$ cat src/rtl/uart_line_echo_if.sv
// Handshake bundle between the UART receive FIFO, the line echo stage and the UART transmit FIFO.
interface uart_line_echo_if;
   logic [7:0] rx_data;
   logic       rx_valid;
   logic       rx_ack;
   logic [7:0] tx_data;
   logic       tx_sync;
   logic       tx_full;
   logic       busy;
   logic       overflow;

   // Environment side: provides received bytes and transmit FIFO status.
   modport master (
      output rx_data, rx_valid, tx_full,
      input  rx_ack, tx_data, tx_sync, busy, overflow
   );

   // Echo stage side.
   modport slave (
      input  rx_data, rx_valid, tx_full,
      output rx_ack, tx_data, tx_sync, busy, overflow
   );
endinterface

$ cat src/rtl/uart_line_echo.sv
// Line-buffered echo: collects a line with backspace editing, then replays it
// (plus an optional line feed) into the UART transmit FIFO.
module uart_line_echo #(
   parameter int unsigned DEPTH  = 64,
   parameter logic [7:0]  TERM   = 8'h0D,
   parameter logic [7:0]  BS     = 8'h08,
   parameter bit          ADD_LF = 1'b1
) (
   input logic             clk,
   input logic             n_rst,
   uart_line_echo_if.slave lnk
);

   localparam int unsigned      PTR_W = $clog2(DEPTH + 1);
   localparam int unsigned      IDX_W = (DEPTH > 1) ? $clog2(DEPTH) : 1;
   localparam logic [PTR_W-1:0] LAST  = PTR_W'(DEPTH - 1);
   localparam logic [7:0]       LF    = 8'h0A;

   typedef enum logic [1:0] {
      COLLECT = 2'd0,
      SEND    = 2'd1,
      GAP     = 2'd2
   } state_t;

   state_t           state_q, state_d;
   logic [7:0]       line_buf [DEPTH];
   logic [PTR_W-1:0] cnt_q, cnt_d;
   logic [PTR_W-1:0] rd_q, rd_d;
   logic             lf_sent_q, lf_sent_d;
   logic             overflow_q, overflow_d;
   logic             rx_ack_q, rx_ack_d;
   logic             tx_sync_q, tx_sync_d;
   logic [7:0]       tx_data_q, tx_data_d;
   logic             busy_q, busy_d;
   logic             wr_en_c;

   logic accept_c;
   logic is_term_c;
   logic is_bs_c;
   logic more_c;
   logic lf_due_c;

   // A byte is taken only while collecting and not in the ack cycle of the previous one.
   assign accept_c  = (state_q == COLLECT) && lnk.rx_valid && !rx_ack_q;
   assign is_term_c = (lnk.rx_data == TERM);
   assign is_bs_c   = (lnk.rx_data == BS);
   assign more_c    = (rd_q != cnt_q);
   assign lf_due_c  = ADD_LF && !lf_sent_q;

   // State register.
   always_ff @(posedge clk or negedge n_rst) begin
      if (!n_rst) state_q <= COLLECT;
      else        state_q <= state_d;
   end

   // Next-state logic: collect until terminator, then alternate SEND/GAP until drained.
   always_comb begin
      state_d = state_q;
      case (state_q)
         COLLECT: if (accept_c && is_term_c) state_d = SEND;
         SEND:    if (!lnk.tx_full)          state_d = GAP;
         GAP:     state_d = (more_c || lf_due_c) ? SEND : COLLECT;
         default: state_d = COLLECT;
      endcase
   end

   // Output and datapath next values.
   always_comb begin
      cnt_d      = cnt_q;
      rd_d       = rd_q;
      lf_sent_d  = lf_sent_q;
      overflow_d = overflow_q;
      rx_ack_d   = 1'b0;
      tx_sync_d  = 1'b0;
      tx_data_d  = tx_data_q;
      wr_en_c    = 1'b0;
      case (state_q)
         COLLECT: begin
            if (accept_c) begin
               rx_ack_d = 1'b1;
               if (is_term_c) begin
                  // The last slot is kept free, so the terminator always fits.
                  wr_en_c   = 1'b1;
                  cnt_d     = cnt_q + PTR_W'(1);
                  rd_d      = '0;
                  lf_sent_d = 1'b0;
               end else if (is_bs_c) begin
                  if (cnt_q != '0) cnt_d = cnt_q - PTR_W'(1);
               end else if (cnt_q < LAST) begin
                  wr_en_c = 1'b1;
                  cnt_d   = cnt_q + PTR_W'(1);
               end else begin
                  overflow_d = 1'b1;
               end
            end
         end
         SEND: begin
            if (!lnk.tx_full) begin
               tx_sync_d = 1'b1;
               if (more_c) begin
                  tx_data_d = line_buf[IDX_W'(rd_q)];
                  rd_d      = rd_q + PTR_W'(1);
               end else begin
                  tx_data_d = LF;
                  lf_sent_d = 1'b1;
               end
            end
         end
         GAP: begin
            if (!more_c && !lf_due_c) begin
               cnt_d      = '0;
               overflow_d = 1'b0;
            end
         end
         default: ;
      endcase
   end

   assign busy_d = (state_d != COLLECT);

   // Registered outputs and pointers.
   always_ff @(posedge clk or negedge n_rst) begin
      if (!n_rst) begin
         cnt_q      <= '0;
         rd_q       <= '0;
         lf_sent_q  <= 1'b0;
         overflow_q <= 1'b0;
         rx_ack_q   <= 1'b0;
         tx_sync_q  <= 1'b0;
         tx_data_q  <= 8'h00;
         busy_q     <= 1'b0;
      end else begin
         cnt_q      <= cnt_d;
         rd_q       <= rd_d;
         lf_sent_q  <= lf_sent_d;
         overflow_q <= overflow_d;
         rx_ack_q   <= rx_ack_d;
         tx_sync_q  <= tx_sync_d;
         tx_data_q  <= tx_data_d;
         busy_q     <= busy_d;
      end
   end

   // Line storage; contents survive reset.
   always_ff @(posedge clk) begin
      if (wr_en_c) line_buf[IDX_W'(cnt_q)] <= lnk.rx_data;
   end

   assign lnk.rx_ack   = rx_ack_q;
   assign lnk.tx_data  = tx_data_q;
   assign lnk.tx_sync  = tx_sync_q;
   assign lnk.busy     = busy_q;
   assign lnk.overflow = overflow_q;

endmodule

$ cat src/flat_wrapper.sv
// flat-port wrapper written by rule: the top's interface ports become plain ports
module uart_line_echo_flat 
#(
   parameter int unsigned DEPTH  = 64,
   parameter logic [7:0]  TERM   = 8'h0D,
   parameter logic [7:0]  BS     = 8'h08,
   parameter bit          ADD_LF = 1'b1
)
  (clk, n_rst, lnk_rx_data, lnk_rx_valid, lnk_tx_full, lnk_rx_ack, lnk_tx_data, lnk_tx_sync, lnk_busy, lnk_overflow);
  uart_line_echo_if lnk_i ();
  input logic clk;
  input logic n_rst;
  input wire logic [$bits(lnk_i.rx_data)-1:0] lnk_rx_data;
  input wire logic [$bits(lnk_i.rx_valid)-1:0] lnk_rx_valid;
  input wire logic [$bits(lnk_i.tx_full)-1:0] lnk_tx_full;
  output wire logic [$bits(lnk_i.rx_ack)-1:0] lnk_rx_ack;
  output wire logic [$bits(lnk_i.tx_data)-1:0] lnk_tx_data;
  output wire logic [$bits(lnk_i.tx_sync)-1:0] lnk_tx_sync;
  output wire logic [$bits(lnk_i.busy)-1:0] lnk_busy;
  output wire logic [$bits(lnk_i.overflow)-1:0] lnk_overflow;
  assign lnk_i.rx_data = lnk_rx_data;
  assign lnk_i.rx_valid = lnk_rx_valid;
  assign lnk_i.tx_full = lnk_tx_full;
  assign lnk_rx_ack = lnk_i.rx_ack;
  assign lnk_tx_data = lnk_i.tx_data;
  assign lnk_tx_sync = lnk_i.tx_sync;
  assign lnk_busy = lnk_i.busy;
  assign lnk_overflow = lnk_i.overflow;
  uart_line_echo #(.DEPTH(DEPTH), .TERM(TERM), .BS(BS), .ADD_LF(ADD_LF)) u_core (.clk(clk), .n_rst(n_rst), .lnk(lnk_i));
endmodule
$ cat config.mk
export PLATFORM = sky130hd
export DESIGN_NAME = uart_line_echo_flat
export DESIGN_NICKNAME = d
export VERILOG_FILES = /design/src/rtl/uart_line_echo_if.sv /design/src/rtl/uart_line_echo.sv /design/src/flat_wrapper.sv
export SDC_FILE = /design/constraint.sdc
export NUM_CORES = 1
export LEC_CHECK = 0
export ABC_AREA = 0
export CAP_MARGIN = 5
export CORE_UTILIZATION = 35
export DETAILED_ROUTE_END_ITERATION = 8
export DONT_BUFFER_PORTS = 1
export PLACE_DENSITY = 0.6
export SYNTH_ARGS = -nofsm -noshare
export SYNTH_HDL_FRONTEND = slang
export SYNTH_SLANG_ARGS = --single-unit
$ cat constraint.sdc
create_clock -name clk -period 2.5 [get_ports clk]
set_input_delay 0.25 -clock clk [delete_from_list [all_inputs] [get_ports clk]]
set_output_delay 0.25 -clock clk [all_outputs]
set_load 0.02 [all_outputs]
==> metrics.md, run 1 <==
| Metric | Value |
|---|---|
| F_max | 403.3 MHz |
| Setup slack, reg-to-reg | a little over 20 ps |
| Busiest metal layer after global routing | met2 |
| Data arrival, critical path | between 2000 and 3000 ps |
| Mean post-synth cell area | between 20 and 25 um2 |
| Core footprint | approximately 61000 um2 |
| Initial core utilization | between 30 and 40% |
| Ports | 24 |
| ANT nets after route | 0 |
| Crit path max-delay family | compound AO/OA/AOI/OAI gates |
| WL/cell | approximately 26 um |
| FF-to-FF End | u_core.lnk.tx_data[0] |
| GPL Wtd Cong | 0.8727 |
| Synth Flop Type | edfxtp_1 |
| Nature of the critical path endpoint | register |
| CP Cell Sequence | buf_4 -> buf_4 -> mux4_2 -> nor2b_1 -> a2111oi_2 -> buf_4 -> nor4_1 -> a311o_1 |
| Reg2reg path depth | 8 |
| Post-synthesis sequential area ratio | between 70% and 80% |
| Total Routing Usage GR | around 17% |
| Hold depth | 1 |
| CTS H-tree lvls | 2 |
| Most frequent cells in the layout | edfxtp_1, buf_4, mux4_2, clkbuf_16, nor2_1 |
| Peak supply drop | just under 0.0007 V |
| Fraction of layout cells with a size suffix above 1 | between 30 and 40% |
| Die Area | between 60000 and 70000 um2 |
| Die X | between 200 and 300 um |
| CP Data Required Time | around 3000 ps |
| Min cycle time layout | 2480 ps |
| Worst path most repeated cell | buf_4 |
| DRT iter0 DRCs | between 1000 and 1500 |
| Final setup fails | 0 |
| Final hold violations | 0 |
| CTS clk-pin slew, worst paths | ~60 ps |
| CTS sink cnt | between 500 and 600 |
| Buf/Inv on CP | 3 |
| Commonest non-fill, non-tap cell in the layout | edfxtp_1 |
| Clock Skew | between 30 and 40 ps |
| Total leakage power | 8.380 nW |
| DP Wirelength | ~32000 um |
| Clock root buffer | clkbuf_16 |
| Met3 usage | 4.545% |
| Die boundary height | approximately 250 um |
| Hold EP | u_core.line_buf[60][2] |
| Type of origin of the critical path | register |
| WL final | around 53000 um |
| Post-Syn Nets | 1091 |
| #FFs+latches synth | around 540 |
| Vias | 11370 |
| Mapped Cells | ~1100 |
| CTS tree | yes |
| HP Class | primary input to register |
| Critical path's largest stage delay | about 500 ps |
| Area grow syn2layout | 20.92% |
| EDFF count, synth | ~500 |
| Met2 Resource Use GR | approximately 26% |
| RSZ-0062 raised after global routing | yes |
| Final net count | about 1300 |
| Row Count | 90 |
| Port bufs | 0 |
| Clk_lat worst skew | between 600 and 700 ps |
| First drt pass iteration count | 6 |
| Post-synth cell types | between 60 and 70 |
| Warnings from Yosys | 0 |
| Fin crit share | approximately 100% |
| DRC | 0 |
| Vias in the first global route | about 12000 |
| Met1 Usage GRT | between 20% and 30% |
| Post-Syn Area | approximately 22000 um2 |
| Worst r2r src | u_core.rd_q[0] |
| Crit-path slowest cell | dfrtp_4 |
| Pin count of the biggest net entering global routing | 66 |
| Crit path kind | register to register |
| Grt total ovfl | 0 |
| Async S/R FF share, synth | 5.360% |
| First-pass GRT wire length | 78490 um |
| Max Fanout on Critical Path | 4 |
| Transition time of the tightest slew-check pin | 734.5 ps |
| Ant diodes | 0 |
| Initial antenna violation count | 1 |
| Max-slew violation count | 0 |
| Vias/cell | about 5.5 |
| TNS Setup | 0 ps |
| Max-cap viol count | 0 |
| PwrDens | between 900 and 1000 nW/um2 |
| Pwr Total | about 0.026 W |
| Max-slew headroom | 50.80% |
| Worst hold start | lnk_rx_data[2] |
| TritonCTS Buffers | 56 |
| CTS Buffer Depth | 3 |
| Status | finished, final reports clean |
==> metal layers <==
layer,vias to the layer above,share of wire (%)
li1,4854,-
met1,6012,44
met4,0,2.5
met2,421,46
met3,86,8.1
met5,-,0
==> where the power goes <==
part / switching, W / internal, W
clock network: 0.00337 / 0.00493
logic: 0.00344 / 0.00333
registers: 0.000305 / 0.0103
total: 0.00711 / 0.0185
==> flip-flops by register name (all words and copies together), names as in the netlist <==
register             flops
u_core.rd_q              7
u_core.lnk.tx_data       8
u_core.lnk.tx_sync       1
u_core.lnk.overflow      1
u_core.state_q           2
u_core.line_buf        512
u_core.lf_sent_q         1
u_core.lnk.busy          1
u_core.cnt_q             7
u_core.lnk.rx_ack        1
==> cell families (layout without fill, tap and decap cells) <==
| logic type | after synthesis | in the layout | synth area share (%) |
|---|---|---|---|
| multiplexers | 169 | 169 | 15.94 |
| AND/OR/NAND/NOR | 205 | 205 | 5.114 |
| buffers and inverters | 72 | 297 | 1.632 |
| adder cells (fa/ha/maj) | 4 | 4 | 0.2306 |
| flip-flops | 541 | 541 | 74.19 |
| AO/OA/AOI/OAI | 75 | 75 | 2.525 |
| XOR/XNOR | 9 | 9 | 0.3633 |
==> what timing repair did <==
action | CTS | global route
resized for setup | 6 | 15
gates cloned | 1 | 1
buffers inserted | 8 | 17
hold buffers | 12 | 0
endpoints found under the hold margin | 549 | 0
pin swaps | 0 | 3
setup endpoints to repair | 7 | 13
==> area by class of cell <==
class,count,area [um2]
Tap cell,782,978.4
Timing Repair Buffer,184,1821
Fill cell,5221,34570
Clock inverter,33,374.1
Inverter,10,37.54
Multi-Input combinational cell,462,5465
Sequential cell,541,16110
Clock buffer,70,1454
==> synth_stat cells (4+ instances only) <==
library cell	count	area, um2
a22oi_1	6	45.04
nand2b_1	9	56.30
nor3_1	42	210.2
xor2_1	8	70.07
mux2i_1	25	250.2
o211ai_1	5	37.54
a21oi_1	8	40.04
edfxtp_1	512	15370
ha_1	4	50.05
nand2_1	29	108.9
a211oi_1	6	45.04
buf_2	22	110.1
buf_6	4	45.04
and3_1	6	37.54
nor2_1	42	157.7
inv_1	10	37.54
o22ai_1	4	25.02
clkbuf_1	21	78.83
nor2b_1	10	62.56
nor4_1	6	37.54
nand4_1	8	50.05
dfrtp_1	29	725.7
a22o_1	4	35.03
o21ai_0	5	25.02
buf_1	8	30.03
a31oi_1	6	37.54
or3b_2	5	43.79
nand3_1	23	115.1
mux4_2	141	3176
buf_4	7	52.55
o31ai_1	4	30.03
==> per-stage QoR <==
stage	instance area [um2]	hold slack [ps]	utilization, %	instances	setup WS [ps]
finish	26240	4.319	43.15	2082	20.37
global route	26240	11.69	43.15	2082	-28.31
CTS	26030	2.680	42.80	2064	4.232
detailed placement	23820	-41.80	39.18	1941	-126.7
global placement	23820	-41.81	39.18	1941	-94.33
floorplan	21850	-45.59	-	1075	-258.6
==> how the worst max path moves through the flow <==
stage | start | end | slack [ps] | cells past startpoint
6_report | u_core.rd_q[0] | u_core.lnk.tx_data[0] | 20 | 8
2_1_floorplan | u_core.cnt_q[4] | u_core.line_buf[48][0] | -260 | 6
5_1_grt | u_core.rd_q[0] | u_core.lnk.tx_data[0] | -30 | 8
3_5_place_dp | u_core.rd_q[0] | u_core.lnk.tx_data[4] | -130 | 6
3_3_place_gp | u_core.rd_q[0] | u_core.lnk.tx_data[4] | -90 | 6
4_1_cts | u_core.rd_q[0] | u_core.lnk.tx_data[0] | 4 | 7
==> worst register-to-register path: stages, from the launching register on <==
cell and delay, ps:
dfrtp_4 490, buf_4 190, buf_4 150, mux4_2 420, nor2b_1 160, a2111oi_2 370, buf_4 180, nor4_1 60
a311o_1 350
Note: power is estimated with default switching activity, not from simulation.
==> run 2: changes to the inputs <==
--- a/config.mk
+++ b/config.mk
@@ -10,6 +10,7 @@
 export CORE_UTILIZATION = 35
 export DETAILED_ROUTE_END_ITERATION = 8
 export DONT_BUFFER_PORTS = 1
+export HOLD_SLACK_MARGIN = 0.15
 export PLACE_DENSITY = 0.6
 export SYNTH_ARGS = -nofsm -noshare
 export SYNTH_HDL_FRONTEND = slang
==> run 2 against run 1 <==
The flow now finishes with violations (negative setup slack). Clock power about the same. Via count increased by 0.52%. Clock-buffer cell count unchanged.
==> metrics.md, run 2 (synthesis gave the netlist of run 1 again) <==
| Metric | Value |
|---|---|
| Clk_lat worst skew | 620 ps (about the same) |
| CP Data Required Time | 3000 ps (about the same) |
| Row Count | 90 (unchanged) |
| Port bufs | 0 (unchanged) |
| Crit path kind | register to register |
| DP Wirelength | 32490 um (unchanged) |
| Largest Register | u_core.line_buf |
| Part of the power in registers | 41.1% (about the same) |
| Die boundary height | 251 um (unchanged) |
| RSZ-0062 raised after global routing | yes |
| HP Class | primary input to register |
| Max FFs per register | 512 (unchanged) |
| WL/cell | 25.51 um (-0.16%) |
| Peak supply drop | 0.0006904 V (+0.15%) |
| Type of origin of the critical path | register |
| Fin crit share | 100.7% (+1.5 points) |
| CTS sink cnt | 541 (unchanged) |
| Fin util | 43.56% (+0.41 points) |
| GPL Wtd Cong | 0.8727 (unchanged) |
| Ports | 24 (unchanged) |
| Grt total ovfl | 0 (unchanged) |
| Total Routing Usage GR | 17.18% (+0.078 points) |
| Failing checks | negative setup slack |
| CTS H-tree lvls | 2 (unchanged) |
| Die Area | 63000 um2 (unchanged) |
| Transition time of the tightest slew-check pin | 703.3 ps (-31.22 ps) |
| Net switching power | 0.007141 W (+0.43%) |
| First drt pass iteration count | 5 (-1) |
| Initial core utilization | 35.69% (unchanged) |
| Max-slew violation count | 0 (unchanged) |
| WL final | 53490 um (+0.56%) |
| Fraction of layout cells with a size suffix above 1 | 35.80% (+0.41 points) |
| Critical path's largest stage delay | 480 ps (about the same) |
| Min cycle time layout | 2517 ps (+37.14 ps) |
| Clock root buffer | clkbuf_16 |
| Area grow syn2layout | 22.07% |
| CTS clk-pin slew, worst paths | 60 ps (about the same) |
| ANT nets after route | 0 (unchanged) |
| Final WS setup | -16.77 ps (-37.14 ps) |
| Final net count | 1284 (+1.0%) |
| Commonest non-fill, non-tap cell in the layout | edfxtp_1 |
| CTS tree | yes |
| Max-slew headroom | 52.89% (+2.1 points) |
| Most frequent cells in the layout | edfxtp_1, buf_4, mux4_2, clkbuf_16, nor2_1 |
| Crit-path slowest cell | dfrtp_4 |
| Worst path most repeated cell | mux4_2 |
| Clock Skew | 30.77 ps (-0.1162 ps) |
| Max-cap viol count | 0 (unchanged) |
| Clk network pwr share | 32.4% (about the same) |
| Vias/cell | 5.452 (-0.20%) |
| Vias | 11430 (+0.52%) |
| Internal power | 0.01855 W (+0.21%) |
| Final hold violations | 0 (unchanged) |
| Die X | 251 um (unchanged) |
| F_max | 397.3 MHz (-1.5%) |
| Setup slack, reg-to-reg | -20 ps (-40 ps) |
| Status | finished, violations left |
| Buf/Inv on CP | 2 (-1) |
| Logic pwr share | 26.6% (+0.2 points) |
| Switching power share of the total | 27.80% (+0.045 points) |
| CP Cell Sequence | buf_4 -> bufbuf_16 -> mux4_2 -> mux4_2 -> mux2i_1 -> nor2_1 -> a311o_1 |
| Final setup fails | 1 (+1) |
| DRT iter0 DRCs | 1137 (+10%) |
| Core footprint | 60810 um2 (unchanged) |
| Data arrival, critical path | 3020 ps (+40 ps) |
| WHS | 160.4 ps (+156.1 ps) |
| TritonCTS Buffers | 56 (unchanged) |
| Max Fanout on Critical Path | 6 (+2) |
| Total leakage power | 8.497 nW (+1.4%) |
| First-pass GRT wire length | 78890 um (+0.51%) |
| CTS Buffer Depth | 3 (unchanged) |
| Crit path max-delay family | multiplexers |
| Initial antenna violation count | 3 (+2) |
| Pin count of the biggest net entering global routing | 69 (+4.5%) |
| Nature of the critical path endpoint | register |
| Vias in the first global route | 11730 (+0.69%) |
| PwrDens | 969.8 nW/um2 (-0.67%) |
| DRC | 0 (unchanged) |
## run 2: cell count changes in the layout (fill, tap and decap cells not counted), sizes merged
cell and change:
buf +5, bufbuf +1, diode +2, dlygate4sd3 +6, dlymetal6s4s +1
## run 2: what timing repair did
| item | 4_1_cts | 5_1_grt |
|---|---|---|
| hold endpoints to repair | 555 | 0 |
| gates cloned | 1 | 1 |
| pin swaps | 0 | 2 |
| endpoints found under the setup margin | 7 | 76 |
| setup buffers | 8 | 18 |
| hold buffers | 25 | 0 |
| resized for setup | 6 | 14 |
## run 2: final timing paths
check / startpoint / to / depth (start not counted)
worst max-delay path: u_core.rd_q[0] / u_core.lnk.tx_data[0] / 7
worst min-delay path: lnk_rx_data[4] / u_core.line_buf[50][4] / 2
worst max register to register: u_core.rd_q[0] / u_core.lnk.tx_data[0] / 7
worst min register to register: u_core.lf_sent_q / u_core.lf_sent_q / 2
max in group asynchronous: n_rst / u_core.rd_q[1] / 3
min in group asynchronous: n_rst / u_core.lnk.overflow / 3
## run 2: layout make-up
cell class / count / area, um2
sequential: 541 / 16110
clock buffer: 70 / 1454
tap: 782 / 978.4
fill: 5198 / 34320
multi-input combinational: 462 / 5477
clock inverter: 33 / 374.1
inverter: 10 / 37.54
antenna: 2 / 5.005
timing repair buffer: 197 / 2053
## run 2: metal layers
metal,global-route usage (%),vias up,share of wire [%]
met5,0,-,0
met4,5.906,0,2.7
met3,3.955,81,8.0
met2,25.83,426,46
met1,24.55,6035,43
li1,-,4890,-
## run 2: metrics by stage
stage	setup TNS, ps	cell area, um2	power (W)	worst slack [ps]	cells
global placement	-259.4	23820	0.01675	-94.33	1941
detailed placement	-388.8	23820	0.01679	-126.7	1941
finish	-16.77	26490	0.02569	-16.77	2097
CTS	0	26250	0.02552	4.232	2077
global route	-57.33	26490	0.02658	-52.53	2096
floorplan	-4138	21850	0.01458	-258.6	1075
## run 2: power by group through the flow
| stage | Combinational (W) | Sequential [W] | Clock [W] |
|---|---|---|---|
| floorplan | 0.00396 | 0.0106 | 0 |
| global placement | 0.00598 | 0.0108 | 0 |
| detailed placement | 0.00601 | 0.0108 | 0 |
| CTS | 0.00652 | 0.0105 | 0.00845 |
| global route | 0.00722 | 0.0106 | 0.00878 |
| finish | 0.00683 | 0.0106 | 0.00831 |
